[src/rtl/morse_sequencer.sv]
// Queued Morse playback of letters A-H onto a single LED. Letters are pushed into a
// circular queue and, once started, shifted out one pattern bit per divider tick.
module morse_sequencer #(
  parameter int unsigned TICK_DIV = 25000000,
  parameter int unsigned DEPTH    = 8
) (
  input  logic                   clock,
  input  logic                   reset,
  input  logic                   wr_en,
  input  logic [2:0]             wr_data,
  input  logic                   start,
  input  logic                   abort,
  output logic                   led,
  output logic                   busy,
  output logic                   done,
  output logic                   full,
  output logic [$clog2(DEPTH):0] count,
  output logic                   ovf
);

  localparam int unsigned PtrW = $clog2(DEPTH);
  localparam int unsigned CntW = PtrW + 1;
  localparam int unsigned DivW = $clog2(TICK_DIV);
  localparam logic [DivW-1:0] DivReload = DivW'(TICK_DIV - 1);
  localparam logic [CntW-1:0] CntFull   = CntW'(DEPTH);

  typedef enum logic [2:0] {StIdle, StLoad, StShift, StGap, StDone} state_t;

  state_t            state_q;
  logic [DivW-1:0]   div_q;
  logic [11:0]       shreg_q;
  logic [3:0]        bits_q;
  logic [1:0]        units_q;
  logic              led_q;
  logic              busy_q;
  logic              done_q;

  logic [2:0]        mem [DEPTH];
  logic [PtrW-1:0]   wr_ptr_q;
  logic [PtrW-1:0]   rd_ptr_q;
  logic [CntW-1:0]   count_q;
  logic [CntW-1:0]   count_d;
  logic              full_q;
  logic              ovf_q;

  logic              tick;
  logic              push;
  logic              pop;
  logic [11:0]       rom_pat;
  logic [3:0]        rom_len;

  assign tick = (div_q == '0);
  assign push = wr_en && !abort && !full_q;
  // Entry to LOAD always implies a non-empty queue; the guard keeps the pointers sane anyway.
  assign pop  = (state_q == StLoad) && !abort && (count_q != '0);

  // Patterns are left-aligned so the element currently on the LED is always bit 11.
  always_comb begin
    rom_pat = 12'h000;
    rom_len = 4'd0;
    unique case (mem[rd_ptr_q])
      3'd0: begin rom_pat = 12'hB80; rom_len = 4'd5;  end
      3'd1: begin rom_pat = 12'hEA8; rom_len = 4'd9;  end
      3'd2: begin rom_pat = 12'hEBA; rom_len = 4'd11; end
      3'd3: begin rom_pat = 12'hEA0; rom_len = 4'd7;  end
      3'd4: begin rom_pat = 12'h800; rom_len = 4'd1;  end
      3'd5: begin rom_pat = 12'hAE8; rom_len = 4'd9;  end
      3'd6: begin rom_pat = 12'hEE8; rom_len = 4'd9;  end
      3'd7: begin rom_pat = 12'hAA0; rom_len = 4'd7;  end
      default: begin rom_pat = 12'h000; rom_len = 4'd0; end
    endcase
  end

  always_comb begin
    count_d = count_q;
    case ({push, pop})
      2'b10:   count_d = count_q + 1'b1;
      2'b01:   count_d = count_q - 1'b1;
      default: count_d = count_q;
    endcase
  end

  always_ff @(posedge clock) begin
    if (push) begin
      mem[wr_ptr_q] <= wr_data;
    end
  end

  always_ff @(posedge clock or negedge reset) begin
    if (!reset) begin
      wr_ptr_q <= '0;
      rd_ptr_q <= '0;
      count_q  <= '0;
      full_q   <= 1'b0;
      ovf_q    <= 1'b0;
    end else if (abort) begin
      // Flush only; the overflow flag survives an abort.
      wr_ptr_q <= '0;
      rd_ptr_q <= '0;
      count_q  <= '0;
      full_q   <= 1'b0;
    end else begin
      if (push) begin
        wr_ptr_q <= wr_ptr_q + 1'b1;
      end
      if (pop) begin
        rd_ptr_q <= rd_ptr_q + 1'b1;
      end
      if (wr_en && full_q) begin
        ovf_q <= 1'b1;
      end
      count_q <= count_d;
      full_q  <= (count_d == CntFull);
    end
  end

  always_ff @(posedge clock or negedge reset) begin
    if (!reset) begin
      state_q <= StIdle;
      div_q   <= '0;
      shreg_q <= '0;
      bits_q  <= '0;
      units_q <= '0;
      led_q   <= 1'b0;
      busy_q  <= 1'b0;
      done_q  <= 1'b0;
    end else if (abort) begin
      state_q <= StIdle;
      div_q   <= '0;
      led_q   <= 1'b0;
      busy_q  <= 1'b0;
      done_q  <= 1'b0;
    end else begin
      done_q <= 1'b0;
      unique case (state_q)
        StIdle: begin
          if (start && (count_q != '0)) begin
            state_q <= StLoad;
            busy_q  <= 1'b1;
          end
        end
        StLoad: begin
          shreg_q <= rom_pat;
          bits_q  <= rom_len;
          div_q   <= DivReload;
          led_q   <= rom_pat[11];
          state_q <= StShift;
        end
        StShift: begin
          if (tick) begin
            div_q   <= DivReload;
            shreg_q <= {shreg_q[10:0], 1'b0};
            bits_q  <= bits_q - 4'd1;
            if (bits_q == 4'd1) begin
              state_q <= StGap;
              units_q <= 2'd3;
              led_q   <= 1'b0;
            end else begin
              led_q <= shreg_q[10];
            end
          end else begin
            div_q <= div_q - 1'b1;
            led_q <= shreg_q[11];
          end
        end
        StGap: begin
          if (tick) begin
            div_q   <= DivReload;
            units_q <= units_q - 2'd1;
            if (units_q == 2'd1) begin
              if (count_q != '0) begin
                state_q <= StLoad;
              end else begin
                state_q <= StDone;
                done_q  <= 1'b1;
              end
            end
          end else begin
            div_q <= div_q - 1'b1;
          end
        end
        StDone: begin
          state_q <= StIdle;
          busy_q  <= 1'b0;
        end
        default: begin
          state_q <= StIdle;
          busy_q  <= 1'b0;
          led_q   <= 1'b0;
        end
      endcase
    end
  end

  assign led   = led_q;
  assign busy  = busy_q;
  assign done  = done_q;
  assign full  = full_q;
  assign count = count_q;
  assign ovf   = ovf_q;

endmodule

[config.mk]
export PLATFORM = sky130hd
export DESIGN_NAME = morse_sequencer
export DESIGN_NICKNAME = d
export VERILOG_FILES = /design/src/rtl/morse_sequencer.sv
export SDC_FILE = /design/constraint.sdc
export NUM_CORES = 1
export LEC_CHECK = 0
export CORE_ASPECT_RATIO = 1.5
export CORE_MARGIN = 2
export CORE_UTILIZATION = 60
export CTS_BUF_LIST = sky130_fd_sc_hd__clkbuf_16
export DETAILED_ROUTE_END_ITERATION = 16
export GPL_ROUTABILITY_DRIVEN = 0
export HOLD_SLACK_MARGIN = 0.05
export PLACE_DENSITY = 0.79
export SLEW_MARGIN = 20
export SYNTH_ARGS = -nofsm -noshare
export SYNTH_HDL_FRONTEND = slang
export SYNTH_SLANG_ARGS = --single-unit
[constraint.sdc]
create_clock -name clock -period 3.1 [get_ports clock]
set_input_delay 0.465 -clock clock [delete_from_list [all_inputs] [get_ports clock]]
set_output_delay 0.465 -clock clock [all_outputs]
set_load 0.05 [all_outputs]
# [Word level (Yosys, flattened, before mapping)]
# Memory sizes are Yosys's and may differ from the RTL's.
# Cells that the tools add are included.
[totals] ramBits=24 latch_bits=0 romBits=96 out_inout_bits=9 regBits=61 n_memories=2
[mem_list] memory="(no name shown)" depth=8 word_bits=12 rd=1 rd_ports_with_merged_regs=0 wr=0 line="61" rtl="unique case (mem[rd_ptr_q])"
[mem_list] memory="mem" depth=8 word_bits=3 rd=1 rd_ports_with_merged_regs=0 wr=1 line="38" rtl="logic [2:0] mem [DEPTH];"
[classes] n_eq_ne=19 shifts=0 muxes=40 div=0 bitwise=1 addsub=7 mul=0 order_cmp=0 n_reduce_logical=24
[op_table] operator="$mux 25" n=2
[op_table] operator="$pmux 25 s2" n=1
[op_table] operator="$mux 3" n=11
[op_table] operator="$logic_not 25->1" n=1
[op_table] operator="$sub 25x1->25 const B" n=1
[op_table] operator="$pmux 12 s2" n=1
[op_table] operator="$pmux 4 s2" n=2
[op_table] operator="$ne 3x3->1 const B" n=5
[op_table] operator="$mux 1" n=13
[op_table] operator="$mux 12" n=1
[op_table] operator="$pmux 3 s4" n=1
[op_table] operator="$reduce_and 5->1" n=2
[op_table] operator="$mux 4" n=2
[op_table] operator="$reduce_bool 2->1" n=4
[op_table] operator="$sub 4x1->4 const B" n=2
[op_table] operator="$add 3x1->3 const B" n=2
[op_table] operator="$eq 3x2->1 const B" n=2
[op_table] operator="$logic_and 1x1->1" n=6
[op_table] operator="$mux 2" n=3
[op_table] operator="$ne 2x2->1 const B" n=3
[op_table] operator="$reduce_or 3->1" n=2
[op_table] operator="$add 4x1->4 const B" n=1
[op_table] operator="$eq 2x1->1 const B" n=2
[op_table] operator="$eq 4x1->1 const B" n=1
[op_table] operator="other kinds (17)" n=20

# [Depth between registers and ports, before layout]
[depth] word_depth=7 ltp_mapped=11 depth_no_buf=9

# [Least setup slack after synthesis]
# Ideal clock, no wire load.
[synth_timing] path_type="flip-flop to flip-flop" startpoint="reg count_q[1], in the netlist count[1]" endpoint="reg full_q, in the netlist full" path_stages_with_launch=9 required_time_ns=2.968 slack_ns=0.144 synth_period_minus_slack_ns=2.956 path_buffers=2 t_arrival_ns=2.824 path_cell_list="dfrtp_1 clkbuf_1 nor4_1 nor2_1 ha_1 clkbuf_1 or4_4 nand4b_1 mux2i_1"
[synth_via] elab_chain_len=6 word_cells_on_any_way=9 classes_between="add/sub (2); eq/ne (3); mux (2); reduce/logical (2)"
[synth_rtl] element="from (decl)" line="41" rtl="logic [CntW-1:0] count_q;"
[synth_rtl] element="from (signal assigned)" line="112" rtl="count_q <= count_d;"
[synth_rtl] element="parallel branches: the longest is 3 deep, another holds $sub 4x1->4"
[synth_rtl] element="$pmux 4 s2 (*)" line="76" rtl="case ({push, pop})"
[synth_rtl] element="$eq 4x4->1 (*)" line="113" rtl="full_q <= (count_d == CntFull);"
[synth_rtl] element="$mux 1 (*)" line="96" rtl="end else if (abort) begin"
[synth_rtl] element="to (signal assigned)" line="113"
[synth_rtl] element="to (decl)" line="43" rtl="logic full_q;"
# Mark *: on every way between the ends.
# A chain may end at the register's enable or synchronous reset.

# [Worst setup path after layout]
[layout_timing] startpoint="in abort" endpoint="reg full_q, in the netlist full"
[layout_via] elab_chain_len=7 word_cells_on_any_way=10 classes_between="eq/ne (3); mux (2); reduce/logical (5)"
[layout_rtl] element="from (decl)" line="12" rtl="input logic abort,"
[layout_rtl] element="$logic_not 1->1" line="53, 55"
[layout_rtl] element="$logic_and 1x1->1 (on tied branches) (2 in a row)" line="55, 53"
[layout_rtl] element="$eq 2x1->1 or $eq 2x2->1 (tied branches)" line="76"
[layout_rtl] element="$pmux 4 s2" line="76"
[layout_rtl] element="$eq 4x4->1" line="113"
[layout_rtl] element="$mux 1 (*)" line="96"
# Mark *: on every way between the ends. The rest lies on a longest branch, timed or not.

==> results_dict.tcl <==
set metrics [dict create \
    synth_top_area_share_pct 34.3 \
    slew_headroom_pct 48.3 \
    io_buffers 16 \
    rrSetupSlack_ns 0.44 \
    ys_warn_count 0 \
    ant_nets 0 \
    fmax_mhz 369 \
    synth_area_leaders "dfrtp_1 (34%), edfxtp_1 (16%), mux2i_1 (3.4%)" \
    dp_cells 522 \
    power.density_nw_per_um2 708 \
    worstSetupPathType "primary input to register" \
    synth_ff_type "dfrtp_1" \
    multi_input_area_um2 1980 \
    hold_violations 0 \
    antenna_found_initial 0 \
    post_synth_inst_count 415 \
    synth_nets 434 \
    cp-start-kind "primary input" \
    cp_cell_sequence "clkdlybuf4s50_1, or4b_1, nor3_1, xor2_1, ha_1, a21oi_1, o31a_1, or4_4, nand4b_1, mux2i_1" \
    reg2reg_from "state_q[2]$_DFFE_PN0P_" \
    routed_via_density 6.06 \
    place_hpwl_mm 6.42 \
    synth_edf_count 24 \
    ys_seq_elements 84 \
    vias 3258 \
    overflow 0 \
    cap_violations 0 \
    ios 17 \
    rsz0062_at_grt "no" \
    critPathRequiredTime_ns 3.31 \
    hp-class "primary input to asynchronous set/reset pin" \
    die_y_um 109 \
    setup_total_negative_slack_ns 0 \
    die_area_um2 8020 \
    grt_pass1_wl_mm 14.9 \
    regArea_um2 2220 \
    area_delta_synth_final_pct 13.1 \
    r2r-end "full$_DFF_PN0_" \
    clk_pin_slew_ns 0.06 \
    p_leak_nw 1.99 \
    drv_slew 0 \
    finalNetCount 452 \
    fillCellCount 524 \
    cts_tree "built" \
    synth_area_leader_cell "dfrtp_1" \
    cp-end-kind "register" \
    ys_seq_area_share_pct 50.7 \
    instances_no_fill 538 \
    initial_utilization_pct 61.0 \
    worst_path_largest_cell_delay_ns 0.55 \
    drc 0 \
    dr.pass1.iters 4 \
    grt_max_degree 47 \
    reg2reg_depth 9 \
    antenna_cells 0 \
    tightest_slew_ns 0.768 \
    numCtsBuffers 9 \
    worst-path-max-fanout 3 \
    cts_setup_buffers 0 \
    first_global_vias 3272 \
    clk-insertion-delay-late_ns 0.33 \
    post_drt_wl_per_cell_um 16.7 \
    rows 38 \
    cts_resized 0 \
    core-area_um2 7180 \
    skew_ns 0.00612 \
    drive_gt1_share_pct 11.6 \
    die_x_um 73.8 \
    ctsHoldBuffers 0 \
    h-tree-depth 3 \
    path_delay_family "simple AND/OR/NAND/NOR gates" \
    async_reset_ff_share_pct 71.4 \
    drt_iter0_drc 226 \
    cts_root_buf "clkbuf_16" \
    avgSynthCellArea_um2 10.6 \
    slowest_stage "or4b_1" \
    final-setup-viol-count 0 \
    outcome "finished, final reports clean" \
    ys_types 59 \
    clkSinkCount 84 \
    worst_ir_drop_vdd_v 0.000522 \
    grt_usage_pct 24.5 \
    fin_crit_sh_pct 87.4 \
    wl_mm 9.00 \
    syn_area_um2 4380 \
    post-route-min-period_ns 2.71 \
    clock_path_buffers 2 \
    worst-path-buf-inv 1 \
    arrival_ns 2.92 \
]
-- logic make-up (layout without fill, tap and decap cells) --
family | Yosys count | in the layout | share of synthesized area [%]
adders and majority gates | 11 | 11 | 3.14
muxes | 29 | 29 | 8.57
xor gates and xnor gates | 18 | 18 | 3.60
buffers and inverters | 43 | 66 | 4.17
and+or+nand+nor | 150 | 150 | 18.3
DFF | 84 | 84 | 50.7
AOI/OAI and AO/OA | 80 | 80 | 11.5
-- metal layers --
metal / global-route usage, % / share of wire [%] / up-vias
met3: 4.90 / 2.8 / 16
met1: 26.2 / 40 / 1620
met4: 10.8 / 1.9 / 0
met5: 0 / 0 / -
met2: 45.2 / 56 / 67
li1: - / - / 1555
-- Yosys cell counts (5+ instances only) --
cell	count
a21oi_1	13
a31oi_1	12
buf_2	5
clkbuf_1	15
dfrtp_1	60
edfxtp_1	24
ha_1	11
inv_1	20
mux2_2	7
mux2i_1	15
mux4_2	6
nand2_1	31
nand2b_1	11
nand3_1	9
nand4_1	5
nor2_1	32
nor3_1	21
nor4_1	14
o21ai_0	28
xnor2_1	11
xor2_1	7
-- cell usage in the layout, fill, tap and decap left out, drive strengths merged, types with 8 or more instances in the layout --
master	n
edfxtp	24
nand3	9
o21ai	28
nor3	21
nand2b	11
clkbuf	9
xnor2	11
nor4	15
ha	11
nor2	32
dfrtp	60
a31oi	12
a21oi	13
mux2	8
nand2	31
buf	15
clkdlybuf4s50	15
inv	23
mux2i	15
-- flip-flops by register name (all words and copies together), names as in the netlist --
register,flops
shreg_q,11
full,1
units_q,2
mem,24
rd_ptr_q,3
div_q,25
ovf,1
bits_q,4
led,1
wr_ptr_q,3
done,1
state_q,3
busy,1
count,4
-- worst register-to-register path, cell delays in order, from the launching register on --
cell and delay (ns):
dfrtp_1 0.49, or4b_1 0.57, nor3_1 0.27, xor2_1 0.18
ha_1 0.15, a21oi_1 0.05, o31a_1 0.14, or4_4 0.50
nand4b_1 0.11, mux2i_1 0.07
-- how the worst max path moves through the flow --
stage	depth (start not counted)	slack (ns)	end	startpoint
2_1_floorplan	8	0.14	full$_DFF_PN0_	count[1]$_DFF_PN0_
3_3_place_gp	10	0.14	full$_DFF_PN0_	abort
3_5_place_dp	10	0.05	full$_DFF_PN0_	abort
4_1_cts	10	0.40	full$_DFF_PN0_	abort
5_1_grt	10	0.27	full$_DFF_PN0_	abort
6_report	10	0.39	full$_DFF_PN0_	abort
-- power breakdown --
part	internal, mW	leakage [nW]	switching (mW)
clock	0.621	0.145	0.417
sequential	1.33	1.00	0.185
combinational	0.369	0.848	0.583
-- cell type report --
class	instances	area share, %
repair buffers	30	5.30
flip-flops and latches	84	44.8
inverters	20	1.51
clock inverters	7	1.41
multi-input cells	288	39.9
clock buffers	9	4.54
well taps	100	2.52
-- per-stage QoR --
stage / total power, mW / instance area (um^2) / hold slack [ns] / utilization (%) / setup slack [ns]
3_5_place_dp: 2.47 / 4660 / 0.474 / 64.9 / 0.0457
4_1_cts: 3.53 / 4950 / 0.351 / 69.0 / 0.402
5_1_grt: 3.71 / 4960 / 0.185 / 69.0 / 0.274
6_report: 3.51 / 4960 / 0.131 / 69.0 / 0.390
3_3_place_gp: 2.42 / 4660 / 0.464 / 64.9 / 0.137
2_1_floorplan: 2.20 / 4380 / 0.169 / - / 0.144
Note: power is estimated with default switching activity, not from simulation.
